## src/rtl/pipe_pkg.sv

```systemverilog
// Shared types for the elastic pipeline stage.
// Optional perf counters are enabled with PIPE_STAGE_PERF_EN.
package pipe_pkg;

  typedef enum logic [1:0] {
    PS_EMPTY,
    PS_FULL,
    PS_SKID
  } pipe_state_t;

  localparam int PERF_CNT_W = 32;

endpackage

```

## src/rtl/pipe_stage_skid_if.sv

```systemverilog
// Valid/ready bundle carrying a control word and a payload.
// The master drives valid/ctrl/data; the slave drives ready.
interface pipe_stage_skid_if #(
  parameter int CTRL_WIDTH = 16,
  parameter int DATA_WIDTH = 128
);

  logic                  valid;
  logic                  ready;
  logic [CTRL_WIDTH-1:0] ctrl;
  logic [DATA_WIDTH-1:0] data;

  modport master (
    output valid,
    output ctrl,
    output data,
    input  ready
  );

  modport slave (
    input  valid,
    input  ctrl,
    input  data,
    output ready
  );

endinterface

```

## src/rtl/pipe_stage_skid_slot.sv

```systemverilog
// One storage slot: valid + ctrl + data register.
// clr wipes to NOP/0, load captures, drop invalidates but keeps data.
module pipe_slot #(
  parameter int                    CTRL_WIDTH = 16,
  parameter int                    DATA_WIDTH = 128,
  parameter logic [CTRL_WIDTH-1:0] CTRL_NOP   = '0
) (
  input  logic                  clk,
  input  logic                  rst,
  input  logic                  clr_i,
  input  logic                  load_i,
  input  logic                  drop_i,
  input  logic [CTRL_WIDTH-1:0] ctrl_i,
  input  logic [DATA_WIDTH-1:0] data_i,
  output logic                  valid_o,
  output logic [CTRL_WIDTH-1:0] ctrl_o,
  output logic [DATA_WIDTH-1:0] data_o
);

  logic                  valid_q, valid_d;
  logic [CTRL_WIDTH-1:0] ctrl_q, ctrl_d;
  logic [DATA_WIDTH-1:0] data_q, data_d;

  always_comb begin
    valid_d = valid_q;
    ctrl_d  = ctrl_q;
    data_d  = data_q;
    if (clr_i) begin
      valid_d = 1'b0;
      ctrl_d  = CTRL_NOP;
      data_d  = '0;
    end else if (load_i) begin
      valid_d = 1'b1;
      ctrl_d  = ctrl_i;
      data_d  = data_i;
    end else if (drop_i) begin
      valid_d = 1'b0;
      ctrl_d  = CTRL_NOP;
    end
  end

  always_ff @(posedge clk or posedge rst) begin
    if (rst) begin
      valid_q <= 1'b0;
      ctrl_q  <= CTRL_NOP;
      data_q  <= '0;
    end else begin
      valid_q <= valid_d;
      ctrl_q  <= ctrl_d;
      data_q  <= data_d;
    end
  end

  assign valid_o = valid_q;
  assign ctrl_o  = ctrl_q;
  assign data_o  = data_q;

endmodule

```

## src/rtl/pipe_stage_skid.sv

```systemverilog
// Elastic pipeline register with a 2-entry skid so ready is registered.
// Define PIPE_STAGE_PERF_EN to add stall/bubble/flush counters.
module pipe_stage_skid
  import pipe_pkg::*;
#(
  parameter int                    CTRL_WIDTH = 16,
  parameter int                    DATA_WIDTH = 128,
  parameter logic [CTRL_WIDTH-1:0] CTRL_NOP   = '0
) (
  input  logic                   clk,
  input  logic                   rst,
  input  logic                   flush_i,
  pipe_stage_skid_if.slave       in_if,
  pipe_stage_skid_if.master      out_if
`ifdef PIPE_STAGE_PERF_EN
  ,
  output logic [PERF_CNT_W-1:0]  stall_cnt,
  output logic [PERF_CNT_W-1:0]  bubble_cnt,
  output logic [PERF_CNT_W-1:0]  flush_cnt
`endif
);

  pipe_state_t state_q, state_d;

  logic                  main_valid;
  logic [CTRL_WIDTH-1:0] main_ctrl;
  logic [DATA_WIDTH-1:0] main_data;
  logic                  skid_valid;
  logic [CTRL_WIDTH-1:0] skid_ctrl;
  logic [DATA_WIDTH-1:0] skid_data;

  logic                  main_load;
  logic                  main_drop;
  logic                  main_from_skid;
  logic                  skid_load;
  logic                  skid_drop;
  logic [CTRL_WIDTH-1:0] main_ctrl_in;
  logic [DATA_WIDTH-1:0] main_data_in;

  logic in_fire;
  logic out_fire;

  // ready depends only on the skid register, never on out_if.ready
  assign in_if.ready = ~skid_valid;
  assign in_fire     = in_if.valid & ~skid_valid;
  assign out_fire    = main_valid & out_if.ready;

  always_ff @(posedge clk or posedge rst) begin
    if (rst) begin
      state_q <= PS_EMPTY;
    end else begin
      state_q <= state_d;
    end
  end

  always_comb begin
    state_d        = state_q;
    main_load      = 1'b0;
    main_drop      = 1'b0;
    main_from_skid = 1'b0;
    skid_load      = 1'b0;
    skid_drop      = 1'b0;
    if (flush_i) begin
      state_d = PS_EMPTY;
    end else begin
      unique case (state_q)
        PS_EMPTY: begin
          if (in_fire) begin
            main_load = 1'b1;
            state_d   = PS_FULL;
          end
        end
        PS_FULL: begin
          if (in_fire && out_fire) begin
            main_load = 1'b1;
          end else if (in_fire) begin
            skid_load = 1'b1;
            state_d   = PS_SKID;
          end else if (out_fire) begin
            main_drop = 1'b1;
            state_d   = PS_EMPTY;
          end
        end
        PS_SKID: begin
          if (out_fire) begin
            main_load      = 1'b1;
            main_from_skid = 1'b1;
            skid_drop      = 1'b1;
            state_d        = PS_FULL;
          end
        end
        default: begin
          state_d = PS_EMPTY;
        end
      endcase
    end
  end

  assign main_ctrl_in = main_from_skid ? skid_ctrl : in_if.ctrl;
  assign main_data_in = main_from_skid ? skid_data : in_if.data;

  pipe_slot #(
    .CTRL_WIDTH (CTRL_WIDTH),
    .DATA_WIDTH (DATA_WIDTH),
    .CTRL_NOP   (CTRL_NOP)
  ) u_main (
    .clk     (clk),
    .rst     (rst),
    .clr_i   (flush_i),
    .load_i  (main_load),
    .drop_i  (main_drop),
    .ctrl_i  (main_ctrl_in),
    .data_i  (main_data_in),
    .valid_o (main_valid),
    .ctrl_o  (main_ctrl),
    .data_o  (main_data)
  );

  pipe_slot #(
    .CTRL_WIDTH (CTRL_WIDTH),
    .DATA_WIDTH (DATA_WIDTH),
    .CTRL_NOP   (CTRL_NOP)
  ) u_skid (
    .clk     (clk),
    .rst     (rst),
    .clr_i   (flush_i),
    .load_i  (skid_load),
    .drop_i  (skid_drop),
    .ctrl_i  (in_if.ctrl),
    .data_i  (in_if.data),
    .valid_o (skid_valid),
    .ctrl_o  (skid_ctrl),
    .data_o  (skid_data)
  );

  assign out_if.valid = main_valid;
  assign out_if.ctrl  = main_ctrl;
  assign out_if.data  = main_data;

`ifdef PIPE_STAGE_PERF_EN
  logic [PERF_CNT_W-1:0] stall_q;
  logic [PERF_CNT_W-1:0] bubble_q;
  logic [PERF_CNT_W-1:0] flush_q;

  // counters wrap naturally and survive flush
  always_ff @(posedge clk or posedge rst) begin
    if (rst) begin
      stall_q  <= '0;
      bubble_q <= '0;
      flush_q  <= '0;
    end else begin
      if (main_valid && !out_if.ready) begin
        stall_q <= stall_q + 1'b1;
      end
      if (!main_valid) begin
        bubble_q <= bubble_q + 1'b1;
      end
      if (flush_i) begin
        flush_q <= flush_q + 1'b1;
      end
    end
  end

  assign stall_cnt  = stall_q;
  assign bubble_cnt = bubble_q;
  assign flush_cnt  = flush_q;
`endif

endmodule

```

## src/flat_wrapper.sv

```systemverilog
// flat-port wrapper written by rule: the top's interface ports become plain ports
module pipe_stage_skid_flat import pipe_pkg::*;
#(
  parameter int                    CTRL_WIDTH = 16,
  parameter int                    DATA_WIDTH = 128,
  parameter logic [CTRL_WIDTH-1:0] CTRL_NOP   = '0
)
  (clk, rst, flush_i, in_if_valid, in_if_ctrl, in_if_data, in_if_ready, out_if_valid, out_if_ctrl, out_if_data, out_if_ready);
  pipe_stage_skid_if #(.CTRL_WIDTH(CTRL_WIDTH), .DATA_WIDTH(DATA_WIDTH)) in_if_i ();
  pipe_stage_skid_if #(.CTRL_WIDTH(CTRL_WIDTH), .DATA_WIDTH(DATA_WIDTH)) out_if_i ();
  input  logic clk;
  input  logic rst;
  input  logic flush_i;
  input wire logic [$bits(in_if_i.valid)-1:0] in_if_valid;
  input wire logic [$bits(in_if_i.ctrl)-1:0] in_if_ctrl;
  input wire logic [$bits(in_if_i.data)-1:0] in_if_data;
  output wire logic [$bits(in_if_i.ready)-1:0] in_if_ready;
  output wire logic [$bits(out_if_i.valid)-1:0] out_if_valid;
  output wire logic [$bits(out_if_i.ctrl)-1:0] out_if_ctrl;
  output wire logic [$bits(out_if_i.data)-1:0] out_if_data;
  input wire logic [$bits(out_if_i.ready)-1:0] out_if_ready;
  assign in_if_i.valid = in_if_valid;
  assign in_if_i.ctrl = in_if_ctrl;
  assign in_if_i.data = in_if_data;
  assign in_if_ready = in_if_i.ready;
  assign out_if_valid = out_if_i.valid;
  assign out_if_ctrl = out_if_i.ctrl;
  assign out_if_data = out_if_i.data;
  assign out_if_i.ready = out_if_ready;
  pipe_stage_skid #(.CTRL_WIDTH(CTRL_WIDTH), .DATA_WIDTH(DATA_WIDTH), .CTRL_NOP(CTRL_NOP)) u_core (.clk(clk), .rst(rst), .flush_i(flush_i), .in_if(in_if_i), .out_if(out_if_i));
endmodule
```

## config.mk

```make
export PLATFORM = sky130hd
export DESIGN_NAME = pipe_stage_skid_flat
export DESIGN_NICKNAME = d
export VERILOG_FILES = /design/src/rtl/pipe_pkg.sv /design/src/rtl/pipe_stage_skid_if.sv /design/src/rtl/pipe_stage_skid_slot.sv /design/src/rtl/pipe_stage_skid.sv /design/src/flat_wrapper.sv
export SDC_FILE = /design/constraint.sdc
export NUM_CORES = 1
export LEC_CHECK = 0
export ABC_AREA = 1
export BUFFER_PORTS_ARGS = -buffer_cell sky130_fd_sc_hd__buf_2
export CAP_MARGIN = 20
export CORE_UTILIZATION = 50
export CTS_CLUSTER_DIAMETER = 30
export DETAILED_ROUTE_END_ITERATION = 8
export PLACE_DENSITY_LB_ADDON = 0.08
export SYNTH_ARGS = -nofsm -noshare
export SYNTH_HDL_FRONTEND = slang
export SYNTH_SLANG_ARGS = --single-unit
```

## constraint.sdc

```tcl
create_clock -name clk -period 9.4 [get_ports clk]
set_input_delay 1.88 -clock clk [delete_from_list [all_inputs] [get_ports clk]]
set_output_delay 1.88 -clock clk [all_outputs]
set_load 0.02 [all_outputs]
```

==> flow_summary.yaml <==
placed_design:
  portBuffers: 294
  dp_worst_setup_slack_ns: 4.35
  dp.cells: 2274
  place.detailed.hpwl_um: 21700
  gp_congestion: 0.768
clocking:
  cts_made_buffers: 66
  cts_sinks: 292
  cts_resized: 0
  cts.clk_slew.worst_paths_ns: 0.04
  cts_setup_buffers: 0
  cts_root_buffer: "clkbuf_16"
  cts_max_path_buffers: 3
  h-tree-depth: 3
  hold_buffers: 0
  cts_tree: "built"
  clock_latency_ns: 0.55
finish:
  multiInputGateArea_um2: 4860
  final_common_cell: "nand2_1"
  layout_common_cells: "nand2_1 (497), buf_2 (294), dfrtp_1 (292)"
  layout.nets: 2151
  area_growth_syn_to_layout_pct: 28.0
  fin_cells: 2402
  layout.area.seq_um2: 7310
  layout-drive-gt1-share_pct: 21.0
  fill_cells: 2335
grt:
  grt_pass1_vias: 12100
  grt_max_degree: 155
  grt_usage_pct: 27.3
  overflow: 0
  grt_pass1_wl_um: 61900
  antenna_found_initial: 7
timing:
  fin_ws_ns: 4.84
  finalSetupTns_ns: 0
  slew_violations: 0
  period_share_pct: 48.5
  min_period_ns: 4.56
  worst_pin_slew_ns: 1.07
  fin_skew_ns: 0.0254
  max_slew_margin_pct: 28.2
  setup_violations: 0
  whs_ns: 0.471
  hold_viol_final: 0
  fmax_mhz: 219
  rsz0062_at_grt: "false"
logic_synthesis:
  ys_ff_latch: 292
  synth_top_family_by_area: "simple AND/OR/NAND/NOR gates"
  synth-warning-count: 0
  synthSimpleGateAreaFrac_pct: 25.8
  synth_fa_ha_area_share_pct: 0
  synthXorXnorAreaFrac_pct: 0
  synth_nets: 1898
  yosysUniqueCellTypes: 22
  syn-mean-instance-area_um2: 7.86
  ys_seq_area_share_pct: 53.2
  synth_compound_gate_area_share_pct: 9.43
  synth_mux_area_share_pct: 0
  synth_area_um2: 13700
  syn_inst: 1749
power_and_ir_drop:
  intPower_mw: 3.29
  vdd_ir_drop_max_mv: 0.170
  swShare_pct: 28.2
  power.switching_mw: 1.29
  p_leak_nw: 9.50
  p_comb_share_pct: 14.6
  seq_power_share_pct: 32.2
  cellPowerDensity_nw_per_um2: 261
  clock_power_share_pct: 53.2
route:
  wl_um: 38300
  drcViolationCount: 0
  drtIter0Drc: 1003
  vias: 12500
  first_pass_iters: 5
  routedWlPerCell_um: 15.9
  antenna_left: 0
  viasPerCell: 5.22
setup_path:
  cp.arrival_ns: 5.01
  cp-end-kind: "flip-flop"
  worstPathMaxFanout: 85
  cp_data_required_time_ns: 9.85
  critPathLaunch: "flush_i"
  r2r_start: "u_core.state_q[1]"
  path_class: "primary input to flip-flop"
  worstSetupStartpointType: "primary input"
floorplan:
  die_y_um: 168
  io_pins: 295
  core_um2: 27000
  die_w_um: 168
  dieArea_um2: 28100
  initial_utilization_pct: 51.0
  fp-row-count: 60
min_path:
  hold_start: "u_core.u_skid.data_o[102]"
  min_path_type: "flip-flop to flip-flop"
status:
  outcome: "completed"
run:
  cap_violations: 0
per-layer routing:
| layer | part of all wire [%] | vias to the layer above | GRT usage, % |
|---|---|---|---|
| met2 | 47 | 432 | 43.5 |
| li1 | - | 6070 | - |
| met3 | 7.5 | 74 | 6.50 |
| met4 | 2.5 | 0 | 10.1 |
| met5 | 0 | - | 0 |
| met1 | 44 | 5952 | 36.4 |
power by group through the flow:
stage	Combinational [mW]	Clock [mW]	Sequential, mW
6_report	0.669	2.44	1.48
5_1_grt	0.738	2.53	1.49
4_1_cts	0.674	2.47	1.48
3_5_place_dp	0.671	0	1.49
3_3_place_gp	0.662	0	1.49
2_1_floorplan	0.330	0	1.59
cell type report:
| class | count | share of cell area [%] |
|---|---|---|
| Multi-Input combinational cell | 1077 | 27.7 |
| Sequential cell | 292 | 41.5 |
| Clock inverter | 31 | 2.88 |
| Tap cell | 341 | 2.43 |
| Timing Repair Buffer | 310 | 9.23 |
| Antenna cell | 7 | 0.0996 |
| Clock buffer | 89 | 10.7 |
| Inverter | 255 | 5.49 |
worst max-delay path, stage by stage:
cell and delay [ns]:
buf_2 0.15, inv_4 0.70, nand3_2 0.45, inv_4 0.64
buf_4 0.75, nand2_1 0.12, o21ai_0 0.12
flip-flops by register name, summed over array words and instances, names as in the netlist:
name,count
u_core.u_main.ctrl_o,16
u_core.u_main.data_o,128
u_core.u_skid.data_o,128
u_core.u_skid.valid_o,1
u_core.state_q,2
u_core.u_skid.ctrl_o,16
u_core.u_main.valid_o,1
cells in the mapped netlist:
| master | number | area (um^2) |
|---|---|---|
| nor2_2 | 2 | 12.5 |
| dfrtp_1 | 292 | 7310 |
| a21oi_2 | 1 | 8.76 |
| o21ai_0 | 191 | 956 |
| nand3_2 | 1 | 10.0 |
| nor2_4 | 1 | 11.3 |
| nand2_2 | 2 | 12.5 |
| buf_1 | 1 | 3.75 |
| buf_2 | 61 | 305 |
| o21ai_1 | 65 | 325 |
| nor2_1 | 2 | 7.51 |
| nand4_1 | 18 | 113 |
| buf_6 | 9 | 101 |
| nand3b_1 | 11 | 82.6 |
| nand3_1 | 284 | 1420 |
| nand2_1 | 498 | 1870 |
| a21oi_1 | 1 | 5.00 |
| clkbuf_1 | 46 | 173 |
| clkbuf_2 | 1 | 5.00 |
| inv_2 | 3 | 11.3 |
| inv_1 | 252 | 946 |
| buf_4 | 7 | 52.6 |
cell families (layout without fill, tap and decap cells):
logic type | after synthesis | after routing
DFF | 292 | 292
other | 0 | 7
AOI/OAI and AO/OA | 258 | 258
and+or+nand+nor | 819 | 819
buffers and inverters | 380 | 685
stage by stage:
step,total power [mW],util (%),cell area (um^2)
floorplan,1.92,-,13700
global placement,2.15,56.3,15200
detailed placement,2.16,56.3,15200
CTS,4.62,65.1,17500
global route,4.76,65.2,17600
finish,4.59,65.3,17600
path summary, 6_finish.rpt:
kind                                                   to  slack (ns)  depth (start not counted)
min in group asynchronous       u_core.u_main.data_o[106]        1.50                          3
max in group asynchronous        u_core.u_skid.data_o[81]        6.53                          4
worst min register to register  u_core.u_skid.data_o[102]        0.47                          2
worst min-delay path            u_core.u_skid.data_o[102]        0.47                          2
worst max register to register   u_core.u_main.data_o[74]        6.34                          8
worst max-delay path             u_core.u_skid.data_o[35]        4.84                          7
Note: power is estimated with default switching activity, not from simulation.
